### src/rtl/backprop_stack_sequencer.sv
// Backprop control-bundle producer: walks layers last..0, issuing
// clear, per-row dC/dW, storage update and dy propagate strobes.
`timescale 1ns/1ps
module backprop_stack_sequencer #(
    parameter int size                   = 3,
    parameter int data_size              = 16,
    parameter int layer_count            = 3,
    parameter int backprop_controll_size = 32*3+4
) (
    input  logic                              clk,
    input  logic                              reset_n,
    input  logic                              start,
    input  logic                              hold,
    output logic                              busy,
    output logic                              done,
    output logic [backprop_controll_size-1:0] backprop_controll_bundle
);

    typedef enum logic [2:0] {
        S_IDLE,
        S_CLEAR,
        S_CAL,
        S_STORE,
        S_PROP,
        S_DONE
    } state_t;

    localparam logic [31:0] LAST_LAYER = 32'(layer_count - 1);
    localparam logic [31:0] LAST_ROW   = 32'(size - 1);

    state_t      state_q, state_d;
    logic [31:0] layer_q, layer_d;
    logic [31:0] row_q, row_d;

    logic [31:0] cur_layer;
    logic [31:0] dc_dw_layer;
    logic [31:0] dc_dw_row;
    logic [3:0]  strobe;
    logic [3:0]  strobe_gated;
    logic        done_raw;

    always_ff @(posedge clk or negedge reset_n) begin
        if (!reset_n) begin
            state_q <= S_IDLE;
            layer_q <= '0;
            row_q   <= '0;
        end else begin
            state_q <= state_d;
            layer_q <= layer_d;
            row_q   <= row_d;
        end
    end

    // hold freezes every non-idle state so the stalled step re-issues intact
    always_comb begin
        state_d = state_q;
        layer_d = layer_q;
        row_d   = row_q;
        if (!hold || state_q == S_IDLE) begin
            unique case (state_q)
                S_IDLE: begin
                    if (start) begin
                        state_d = S_CLEAR;
                        layer_d = LAST_LAYER;
                        row_d   = '0;
                    end
                end
                S_CLEAR: begin
                    state_d = S_CAL;
                end
                S_CAL: begin
                    if (row_q < LAST_ROW) begin
                        row_d = row_q + 32'd1;
                    end else begin
                        row_d   = '0;
                        state_d = S_STORE;
                    end
                end
                S_STORE: begin
                    state_d = (layer_q == '0) ? S_DONE : S_PROP;
                end
                S_PROP: begin
                    layer_d = layer_q - 32'd1;
                    state_d = S_CLEAR;
                end
                S_DONE: begin
                    state_d = S_IDLE;
                end
                default: begin
                    state_d = S_IDLE;
                end
            endcase
        end
    end

    always_comb begin
        cur_layer   = '0;
        dc_dw_layer = '0;
        dc_dw_row   = '0;
        strobe      = '0;
        busy        = 1'b0;
        done_raw    = 1'b0;
        unique case (state_q)
            S_CLEAR: begin
                cur_layer = layer_q;
                strobe    = 4'b0001;
                busy      = 1'b1;
            end
            S_CAL: begin
                cur_layer   = layer_q;
                dc_dw_layer = layer_q;
                dc_dw_row   = row_q;
                strobe      = 4'b0010;
                busy        = 1'b1;
            end
            S_STORE: begin
                cur_layer   = layer_q;
                dc_dw_layer = layer_q;
                strobe      = 4'b1000;
                busy        = 1'b1;
            end
            S_PROP: begin
                cur_layer = layer_q;
                strobe    = 4'b0100;
                busy      = 1'b1;
            end
            S_DONE: begin
                done_raw = 1'b1;
            end
            default: begin
                done_raw = 1'b0;
            end
        endcase
    end

    assign strobe_gated = hold ? 4'b0000 : strobe;
    assign done         = done_raw & ~hold;

    // a mis-sized bundle parameter leaves the bundle inert instead of misaligned
    if (backprop_controll_size == 100 && data_size > 0) begin : g_pack
        assign backprop_controll_bundle =
            {cur_layer, dc_dw_layer, dc_dw_row, strobe_gated};
    end else begin : g_bad
        assign backprop_controll_bundle = '0;
    end

endmodule
### config.mk
export PLATFORM = sky130hd
export DESIGN_NAME = backprop_stack_sequencer
export DESIGN_NICKNAME = d
export VERILOG_FILES = /design/src/rtl/backprop_stack_sequencer.sv
export SDC_FILE = /design/constraint.sdc
export NUM_CORES = 1
export LEC_CHECK = 0
export ABC_AREA = 0
export CORE_ASPECT_RATIO = 1.1
export CORE_MARGIN = 2
export CORE_UTILIZATION = 35
export DETAILED_ROUTE_END_ITERATION = 10
export MAX_ROUTING_LAYER = met4
export PLACE_DENSITY_LB_ADDON = 0.08
export SYNTH_ARGS = -nofsm -noshare
export SYNTH_HDL_FRONTEND = slang
export SYNTH_SLANG_ARGS = --single-unit
### constraint.sdc
create_clock -name clk -period 3.5 [get_ports clk]
set_clock_uncertainty 0.15 [all_clocks]
set_input_delay 0.35 -clock clk [delete_from_list [all_inputs] [get_ports clk]]
set_output_delay 0.35 -clock clk [all_outputs]
set_load 0.01 [all_outputs]
Word-level counts from Yosys, hierarchy flattened

Cells that the tools add are included.
W data, S select, Z words.

Flip-flop bits (word level): 67
Word-level logic and storage cells: 42
Output and inout port bits: 102

Mux-type cells: 16
$add $sub $neg: 2
Reductions and logical operators: 11
Magnitude comparators: 1
Bitwise logic cells: 2
Equal/unequal tests: 7

Operators with widths:

| kind                    | number |
|---|---|
| $mux W32                | 6 |
| $pmux W32 S2            | 2 |
| $add A32 B1 Y32 const B | 1 |
| $logic_not A32 Y1       | 1 |
| $lt A32 B2 Y1 const B   | 1 |
| $sub A32 B1 Y32 const B | 1 |
| $pmux W4 S4             | 1 |
| $pmux W3 S5             | 1 |
| $reduce_and A3 Y1       | 3 |
| $eq A3 B2 Y1 const B    | 2 |
| $eq A3 B3 Y1 const B    | 2 |
| $mux W3                 | 2 |
| $mux W4                 | 1 |
| $ne A2 B2 Y1 const B    | 2 |
| $reduce_bool A2 Y1      | 2 |
| $reduce_or A4 Y1        | 1 |
| $eq A3 B1 Y1 const B    | 1 |
| $logic_not A3 Y1        | 1 |
| $mux W1                 | 3 |
| $reduce_or A2 Y1        | 1 |
| $and A1 B1 Y1           | 1 |
| $logic_not A1 Y1        | 1 |
| $logic_or A1 B1 Y1      | 1 |
| $not A1 Y1              | 1 |

Longest topological paths before layout

Gate-level depths: netlist (run 1).

Depth after elaboration: 3
Depth in mapped cells: 7
Mapped depth without buffers: 7

Least setup slack after synthesis (run 1)

No wires, ideal clock.

Kind: register to register
From: reg layer_q[9]
To: reg layer_q[30]
Arrival: 2126 ps
Setup slack: 1147 ps
Period minus slack after synthesis: 2353 ps
Stages on the path, launching flop included: 7
Path through: dfrtp_1 or4_1 buf_2 and4bb_4 nand4_4 or4_1 a21oi_1

Longest elaborated chain between the ends: 2

RTL lines:

| what                     | RTL line | source |
|---|---|---|
| start: declaration       | 32       | `logic [31:0] layer_q, layer_d;` |
| start signal: assignment | 49       | `layer_q <= layer_d;` |
| $sub A32 B1 Y32          | 83       | `layer_d = layer_q - 32'd1;` |
| $pmux W32 S2             | 60       | `unique case (state_q)` |

Every way passes these cells.
A chain may end at the register's enable or synchronous reset.

Worst setup path in the final report (run 1)

From: reg state_q[1]
To: out backprop_controll_bundle[76]

Longest elaborated chain between the ends: 3

RTL lines:

| what                                 | RTL line | source |
|---|---|---|
| start: declaration                   | 31       | `state_t state_q, state_d;` |
| start signal: assignment             | 48       | `state_q <= state_d;` |
| $eq A3 B2 Y1 (tied with other cells) | 103      | `unique case (state_q)` |
| $reduce_or A4 Y1 (no source line) *  | --       |  |
| $mux W32 *                           | 103      |  |
| end: declaration                     | 16       | `output logic [backprop_controll_size-1:0] backprop_controll_bundle` |

Mark *: on every way between the ends. The rest lies on a longest branch, timed or not.

==> flow_metrics.tcl, run 1 <==
set metrics [dict create \
    status "completed" \
    detail-route-antenna-nets 0 \
    dr.pass1.iters 4 \
    cp_num_buf_inv 2 \
    worstMarginPinSlew_ns 0.653 \
    p_leak_uw 0.00239 \
    h-tree-depth 3 \
    max_slew_margin 0.562 \
    drt_wl_total_mm 10.6 \
    rsz0062_at_grt "no" \
    viasPerCell 4.99 \
    fill_cells 1087 \
    critPathKind "reg2out" \
    setup_viol 0 \
    grt_pass1_wl_mm 17.4 \
    yosys-top-cells-area "dfrtp_1, and2_1, nor2_1, xor2_1, a21oi_1" \
    ys.flop_type "dfrtp_1" \
    die_area_mm2 0.0124 \
    worstPathCellList "nor2_1 > xnor2_2 > buf_4 > and2_2 > clkdlybuf4s50_1" \
    cts_tree "built" \
    synth_seq_cells 67 \
    synth_edf_count 0 \
    antennaDiodeCount 0 \
    ir_drop_uv 366 \
    worst_hold_slack_ns 0.390 \
    arrival_ns 2.55 \
    clk_pin_slew_worst_paths_ns 0.06 \
    seq_area_mm2 0.00168 \
    synthCells 462 \
    cpPeakStageDelay_ns 0.56 \
    hold_viol 0 \
    die_x_um 106 \
    grt_use_total 0.182 \
    grt_pass1_vias 3487 \
    wire_per_inst_um 14.8 \
    clock_sink_count 67 \
    synth_top_area_frac 0.416 \
    portBuffers 105 \
    rows 41 \
    root_buffer "clkbuf_16" \
    place_congestion 0.846 \
    syn_area_mm2 0.00403 \
    cts_resized 0 \
    antenna_found_initial 0 \
    maxCapViolations 0 \
    ios 106 \
    start_kind "register" \
    syn_to_final_growth_pct 37.3 \
    place.detailed.hpwl_mm 7.63 \
    synth_nets 469 \
    insertion_delay_ns 0.32 \
    synth_area_per_cell_um2 8.73 \
    crit_required_ns 3.00 \
    synthDistinctLibCells 52 \
    clockBufferDepth 2 \
    hold_class "reg2reg" \
    slowest_stage "dfrtp_1" \
    fin_tns_setup_ns 0 \
    gr-total-overflow 0 \
    yosysSeqAreaShare 0.416 \
    post-route-min-period_ns 3.05 \
    nNetsFinal 571 \
    period_share 0.871 \
    power_density_mw_per_mm2 732 \
    cts-buffers-inserted 9 \
    end_kind "output pin" \
    cts_setup_buffers 0 \
    die_height_um 117 \
    critPathMaxFanout 22 \
    maxClockFrequency_ghz 0.328 \
    grt_max_degree 31 \
    via_count 3586 \
    layout-drive-gt1-share 0.0738 \
    multi_input_area_mm2 0.00223 \
    finalMaxSlewViolations 0 \
    core_area_mm2 0.0113 \
    drc_errors 0 \
    yosys.area.top_type "dfrtp_1" \
    async_flop_share 1.00 \
    drt_iter0_drc 118 \
    ys.warnings.count 0 \
    cp_top_family "buffers and inverters" \
    start_util 0.356 \
]
-- flip-flops by register name, summed over array words and instances, names as in the netlist --
signal,cells
state_q,3
layer_q,32
row_q,32
-- where the power goes --
group          internal (uW)  switching [uW]  leakage [uW]  total, uW
logic                    894            1040       0.00132       1930
registers                946             296      0.000920       1240
clock network            557             325      0.000146        882
-- Yosys cell counts, types with 6 or more instances --
cell / instances
nand3_1: 11
or4_1: 6
o21ai_0: 10
and2_1: 97
nor4_1: 11
clkbuf_1: 18
a31oi_1: 7
o21a_1: 7
a21oi_1: 20
nor3_1: 15
nand2_1: 19
dfrtp_1: 67
or3_1: 6
nor2_1: 63
xor2_1: 17
xnor2_1: 7
nand4_1: 7
-- metal layers --
| layer | vias to the layer above | GRT usage | wire [um] |
|---|---|---|---|
| li1 | 1790 | - | - |
| met1 | 1713 | 0.223 | 4850 |
| met2 | 74 | 0.306 | 5290 |
| met3 | 9 | 0.0273 | 366 |
| met4 | 0 | 0.0640 | 123 |
| met5 | - | - | 0 |
-- per-stage QoR --
stage | cells | total power [uW] | util | setup WS (ns) | instance area (um2)
finish | 719 | 4060 | 0.489 | 0.451 | 5540
global route | 719 | 4380 | 0.489 | 0.254 | 5540
CTS | 719 | 4110 | 0.489 | 0.409 | 5540
detailed placement | 702 | 3220 | 0.462 | 0.727 | 5240
global placement | 702 | 3190 | 0.462 | 0.767 | 5240
floorplan | 462 | 2400 | - | 1.15 | 4030
-- logic make-up after synthesis --
group / after synthesis / synth area share
AO/OA/AOI/OAI: 58 / 0.0903
buffers and inverters: 30 / 0.0369
XOR/XNOR: 24 / 0.0521
adder cells (fa/ha/maj): 3 / 0.00931
flip-flops: 67 / 0.416
multiplexers: 1 / 0.00279
AND/OR/NAND/NOR: 279 / 0.393
-- final cells by class --
cell class | instances | area share
multi-input cells | 365 | 0.402
flip-flops and latches | 67 | 0.303
repair buffers | 117 | 0.206
clock buffers | 15 | 0.0519
well taps | 150 | 0.0339
inverters | 4 | 0.00271
clock inverters | 1 | 0.000903
-- layout by cell type, fill, tap and decap left out, types with 5 or more instances in the layout --
master,Yosys,routed
clkbuf_16,0,9
and4_1,5,5
a21oi_1,20,20
or4_1,6,6
buf_4,0,11
o21a_1,7,7
nand2_1,19,19
nor4_1,11,11
or3_1,6,6
clkdlybuf4s50_1,0,104
a31oi_1,7,7
and3_1,5,5
o31ai_1,5,5
nand4_1,7,7
dfrtp_1,67,67
nor2_1,63,63
and2_1,97,97
nand3_1,11,11
nor3_1,15,15
xor2_1,17,17
o21ai_0,10,10
xnor2_1,7,6
-- final timing paths --
kind | from | end | slack (ns) | cells past startpoint
max | state_q[1] | backprop_controll_bundle[76] | 0.45 | 5
min | layer_q[0] | layer_q[0] | 0.39 | 1
max reg2reg | layer_q[9] | layer_q[30] | 0.92 | 5
min reg2reg | layer_q[0] | layer_q[0] | 0.39 | 1
max in group asynchronous | reset_n | layer_q[17] | 2.05 | 3
min in group asynchronous | reset_n | row_q[28] | 0.41 | 2
-- worst reg2reg max path, stage by stage (launching register included) --
cell,delay (ns)
dfrtp_1,0.41
or4_1,0.67
and4bb_4,0.47
nand4_4,0.14
or4_1,0.51
a21oi_1,0.15
-- timing repair --
action	in CTS	in global routing
hold buffers	1	0
hold endpoints to repair	23	0
setup endpoints to repair	0	0
(Power assumes the default switching activity.)
==> inputs of run 2 (changes only) <==
- CORE_UTILIZATION: 35 -> 25
==> flow_metrics.tcl, run 2 (same netlist as run 1, synthesis figures left out) <==
set metrics [dict create \
    post-route-min-period_ns 2.96 \
    insertion_delay_ns 0.34 \
    maxCapViolations 0 \
    maxClockFrequency_ghz 0.338 \
    grt_max_degree 45 \
    worstMarginPinSlew_ns 1.06 \
    biggestRegsByFlops "layer_q (32), row_q (32), state_q (3)" \
    cts_resized 0 \
    reg2reg_slack_ns 0.94 \
    drt_iter0_drc 174 \
    nNetsFinal 570 \
    hold_class "in2async" \
    grt_pass1_wl_mm 19.5 \
    gr-total-overflow 0 \
    ios 106 \
    layout-drive-gt1-share 0.0757 \
    period_share 0.846 \
    slowest_stage "clkdlybuf4s50_1" \
    end_kind "output pin" \
    cts_tree "built" \
    status "completed" \
    h-tree-depth 3 \
    clock_sink_count 67 \
    viasPerCell 4.75 \
    die_area_mm2 0.0172 \
    worstPathCellList "nor2_1 > xnor2_2 > buf_4 > and2_1 > clkdlybuf4s50_1" \
    portBuffers 105 \
    cts-buffers-inserted 9 \
    antenna_found_initial 0 \
    die_height_um 137 \
    critPathKind "reg2out" \
    rows 48 \
    finalMaxSlewViolations 0 \
    wl_met3_um 434 \
    drt_wl_total_mm 11.9 \
    routedLengthMet1_mm 5.36 \
    ir_drop_uv 279 \
    r2r-end "layer_q[27]" \
    clockBufferDepth 2 \
    drc_errors 0 \
    total_power_uw 4180 \
    place.detailed.hpwl_mm 8.41 \
    root_buffer "clkbuf_16" \
    via_count 3646 \
    arrival_ns 2.46 \
    hold_buffers 0 \
    power_density_mw_per_mm2 746 \
    crit_required_ns 3.00 \
    final_cell_mix "clkdlybuf4s50_1, and2_1, dfrtp_1, nor2_1, a21oi_1" \
    die_x_um 125 \
    antennaDiodeCount 0 \
    reg2reg_from "layer_q[9]" \
    p_leak_uw 0.00240 \
    start_util 0.256 \
    place_congestion 0.788 \
    rsz0062_at_grt "no" \
    layout_commonest_cell "clkdlybuf4s50_1" \
    grt_use_total 0.146 \
    cts_setup_buffers 0 \
    grt_pass1_vias 3642 \
    clk_pin_slew_worst_paths_ns 0.06 \
    max_slew_margin 0.292 \
    fin_tns_setup_ns 0 \
    top_layer "met4" \
    syn_to_final_growth_pct 39.1 \
    dr.pass1.iters 4 \
    core_area_mm2 0.0157 \
    wire_per_inst_um 15.4 \
    critPathMaxFanout 33 \
    routed-wl-met2_mm 5.85 \
    cpPeakStageDelay_ns 0.54 \
    start_kind "register" \
    detail-route-antenna-nets 0 \
    hold_viol 0 \
    r2r_cells 5 \
    setup_viol 0 \
]
run 2: cell count changes in the layout (fill, tap and decap cells not counted):
cell / change
clkbuf_8: -4
clkinv_2: +3
bufinv_16: +2
clkbuf_1: -1
dlygate4sd3_1: -1
run 2: routing by layer:
layer | global-route usage | up-vias
li1 | - | 1780
met1 | 0.175 | 1764
met2 | 0.247 | 89
met3 | 0.0229 | 13
met4 | 0.0586 | 0
met5 | - | -
run 2: worst max-delay path: cells and delay by family, from the launching register on:
kind	cells	cell delay (ns)
DFF	1	0.52
and+or+nand+nor	2	0.59
buffers and inverters	2	0.86
xor gates and xnor gates	1	0.15
run 2: power by group:
group,switching [uW],internal [uW],total [uW]
logic,1080,893,1970
clock network,346,619,964
registers,305,945,1250
total,1730,2460,4180
run 2: worst max-delay path by stage:
stage,from,end,slack [ns],cells past startpoint
after floorplan,layer_q[9],layer_q[30],1.15,6
after global placement,hold,layer_q[27],0.89,6
after detailed placement,state_q[1],backprop_controll_bundle[76],0.85,5
after CTS,state_q[1],backprop_controll_bundle[76],0.47,5
after global routing,state_q[1],backprop_controll_bundle[81],0.36,5
final,state_q[1],backprop_controll_bundle[84],0.54,5
run 2: final cells by class:
class | instances | area (um2)
clock buffers | 10 | 229
flip-flops and latches | 67 | 1680
repair buffers | 116 | 1130
fillers | 1622 | 10100
well taps | 200 | 250
clock inverters | 6 | 80.1
multi-input cells | 365 | 2230
inverters | 4 | 15.0
run 2: stage by stage:
step | hold slack, ns | utilization | worst slack (ns) | std cells | instance area, um2
5_1_grt | 0.141 | 0.356 | 0.358 | 768 | 5610
6_report | 0.0401 | 0.356 | 0.541 | 768 | 5610
4_1_cts | 0.0995 | 0.356 | 0.468 | 768 | 5610
3_3_place_gp | 0.371 | 0.337 | 0.893 | 752 | 5300
2_1_floorplan | -0.0956 | - | 1.15 | 462 | 4030
3_5_place_dp | 0.381 | 0.337 | 0.853 | 752 | 5300
==> inputs of run 3 (changes only) <==
- clock period: 3.5 -> 2.52 ns (I/O delays scaled with it)
==> flow_metrics.tcl, run 3 (same netlist as run 1, synthesis figures left out) <==
set metrics [dict create \
    seqPwrFrac 0.271 \
    h-tree-depth 3 \
    final_cell_mix "clkdlybuf4s50_1, and2_1, dfrtp_1, nor2_1, buf_4" \
    grt_use_total 0.144 \
    antennaDiodeCount 0 \
    layout-drive-gt1-share 0.120 \
    status "completed" \
    maxCapViolations 0 \
    grt_pass1_wl_mm 19.3 \
    drc_errors 0 \
    grt_use_met2 0.248 \
    gr-total-overflow 0 \
    clock_sink_count 67 \
    arrival_ns 2.02 \
    layout_commonest_cell "clkdlybuf4s50_1" \
    core_area_mm2 0.0157 \
    rows 48 \
    grtUsageMet1 0.177 \
    fill_cells 1621 \
    max_slew_margin 0.621 \
    die_height_um 137 \
    detail-route-antenna-nets 0 \
    post-route-util 0.372 \
    worst_hold_slack_ns 0.315 \
    setup_viol 0 \
    clockBufferDepth 2 \
    viasPerCell 4.65 \
    drt_iter0_drc 179 \
    r2r_cells 5 \
    syn_to_final_growth_pct 45.0 \
    clk_pin_slew_worst_paths_ns 0.06 \
    netSwitchingPower_uw 2470 \
    hold_viol 0 \
    clkPwrFrac 0.202 \
    grt-busiest-layer "met2" \
    end_kind "output pin" \
    dr.pass1.iters 4 \
    post-route-min-period_ns 2.42 \
    portBuffers 105 \
    critPathKind "reg2out" \
    via_count 3693 \
    dpl_cell_area_mm2 0.00550 \
    hold_class "in2async" \
    period_share 0.960 \
    critPathMaxFanout 33 \
    crit_required_ns 2.12 \
    maxClockFrequency_ghz 0.413 \
    place_congestion 0.794 \
    root_buffer "clkbuf_16" \
    biggestRegsByFlops "layer_q (32), row_q (32), state_q (3)" \
    intPower_uw 3650 \
    combPwrFrac 0.527 \
    swShare 0.403 \
    total_power_uw 6120 \
    finalMaxSlewViolations 0 \
    fin_area_mm2 0.00585 \
    met3_usage 0.0241 \
    drt_wl_total_mm 11.8 \
    insertion_delay_ns 0.32 \
    p_leak_uw 0.00259 \
    place.detailed.hpwl_mm 8.38 \
    dp_slack_ns 0.0103 \
    worstMarginPinSlew_ns 0.569 \
    finalWorstSetupSlack_ns 0.100 \
    ir_drop_uv 377 \
    power_density_mw_per_mm2 1050 \
    antenna_found_initial 0 \
    grt_pass1_vias 3737 \
    grt_max_degree 68 \
    die_x_um 125 \
    cts-buffers-inserted 9 \
    wire_per_inst_um 14.8 \
    cts_tree "built" \
    ios 106 \
    start_util 0.256 \
    start_kind "register" \
    nNetsFinal 596 \
    die_area_mm2 0.0172 \
]
run 3: cell types whose count changed in the layout (fill, tap and decap cells not counted), sizes merged:
cell / before / now
buf: 12 / 37
clkdlybuf4s50: 104 / 101
dlymetal6s2s: 0 / 3
bufinv: 2 / 1
clkbuf: 10 / 11
dlygate4sd3: 0 / 1
run 3: metrics by stage:
step | TNS, ns | std cells
after floorplan | 0 | 462
after global placement | 0 | 773
after detailed placement | 0 | 773
after CTS | 0 | 790
after global routing | -0.000484 | 794
final | 0 | 794
run 3: final cells by class:
class / instances / area (um2) / share of cell area
Sequential cell: 67 / 1680 / 0.287
Inverter: 4 / 15.0 / 0.00257
Clock buffer: 11 / 233 / 0.0398
Multi-Input combinational cell: 365 / 2250 / 0.384
Clock inverter: 5 / 53.8 / 0.00920
Tap cell: 200 / 250 / 0.0428
Timing Repair Buffer: 142 / 1380 / 0.235
run 3: per-layer routing:
layer,vias to the layer above,share of wire
li1,1845,-
met1,1762,0.45
met2,80,0.50
met3,6,0.033
met4,0,0.0083
met5,-,0
run 3: timing repair:
action	CTS	global route
hold buffers	1	0
pin swaps	0	1
endpoints found under the setup margin	32	40
setup buffers	0	4
resized for setup	2	7
hold endpoints to repair	67	0
run 3: worst paths after layout:
kind                                                end       start  slack, ns
max in group asynchronous                    layer_q[6]     reset_n       1.56
hold reg to reg                               row_q[26]   row_q[26]       0.40
setup / recovery           backprop_controll_bundle[50]  state_q[2]        0.1
setup reg to reg                            layer_q[30]  layer_q[9]       0.13
hold / removal                                row_q[24]     reset_n       0.32
min in group clk                              row_q[26]   row_q[26]       0.40
run 3: worst max-delay path, cell delays in order, from the launching register on:
cell	delay (ns)
dfrtp_2	0.47
buf_4	0.19
nor2b_2	0.15
buf_12	0.19
and2_1	0.14
clkdlybuf4s50_1	0.55
run 3: power groups by stage:
| stage | Combinational [uW] | Sequential [uW] | Clock, uW |
|---|---|---|---|
| after floorplan | 1790 | 1540 | 0 |
| after global placement | 3190 | 1660 | 0 |
| after detailed placement | 3210 | 1670 | 0 |
| after CTS | 3230 | 1660 | 1270 |
| after global routing | 3570 | 1710 | 1320 |
| final | 3230 | 1660 | 1240 |
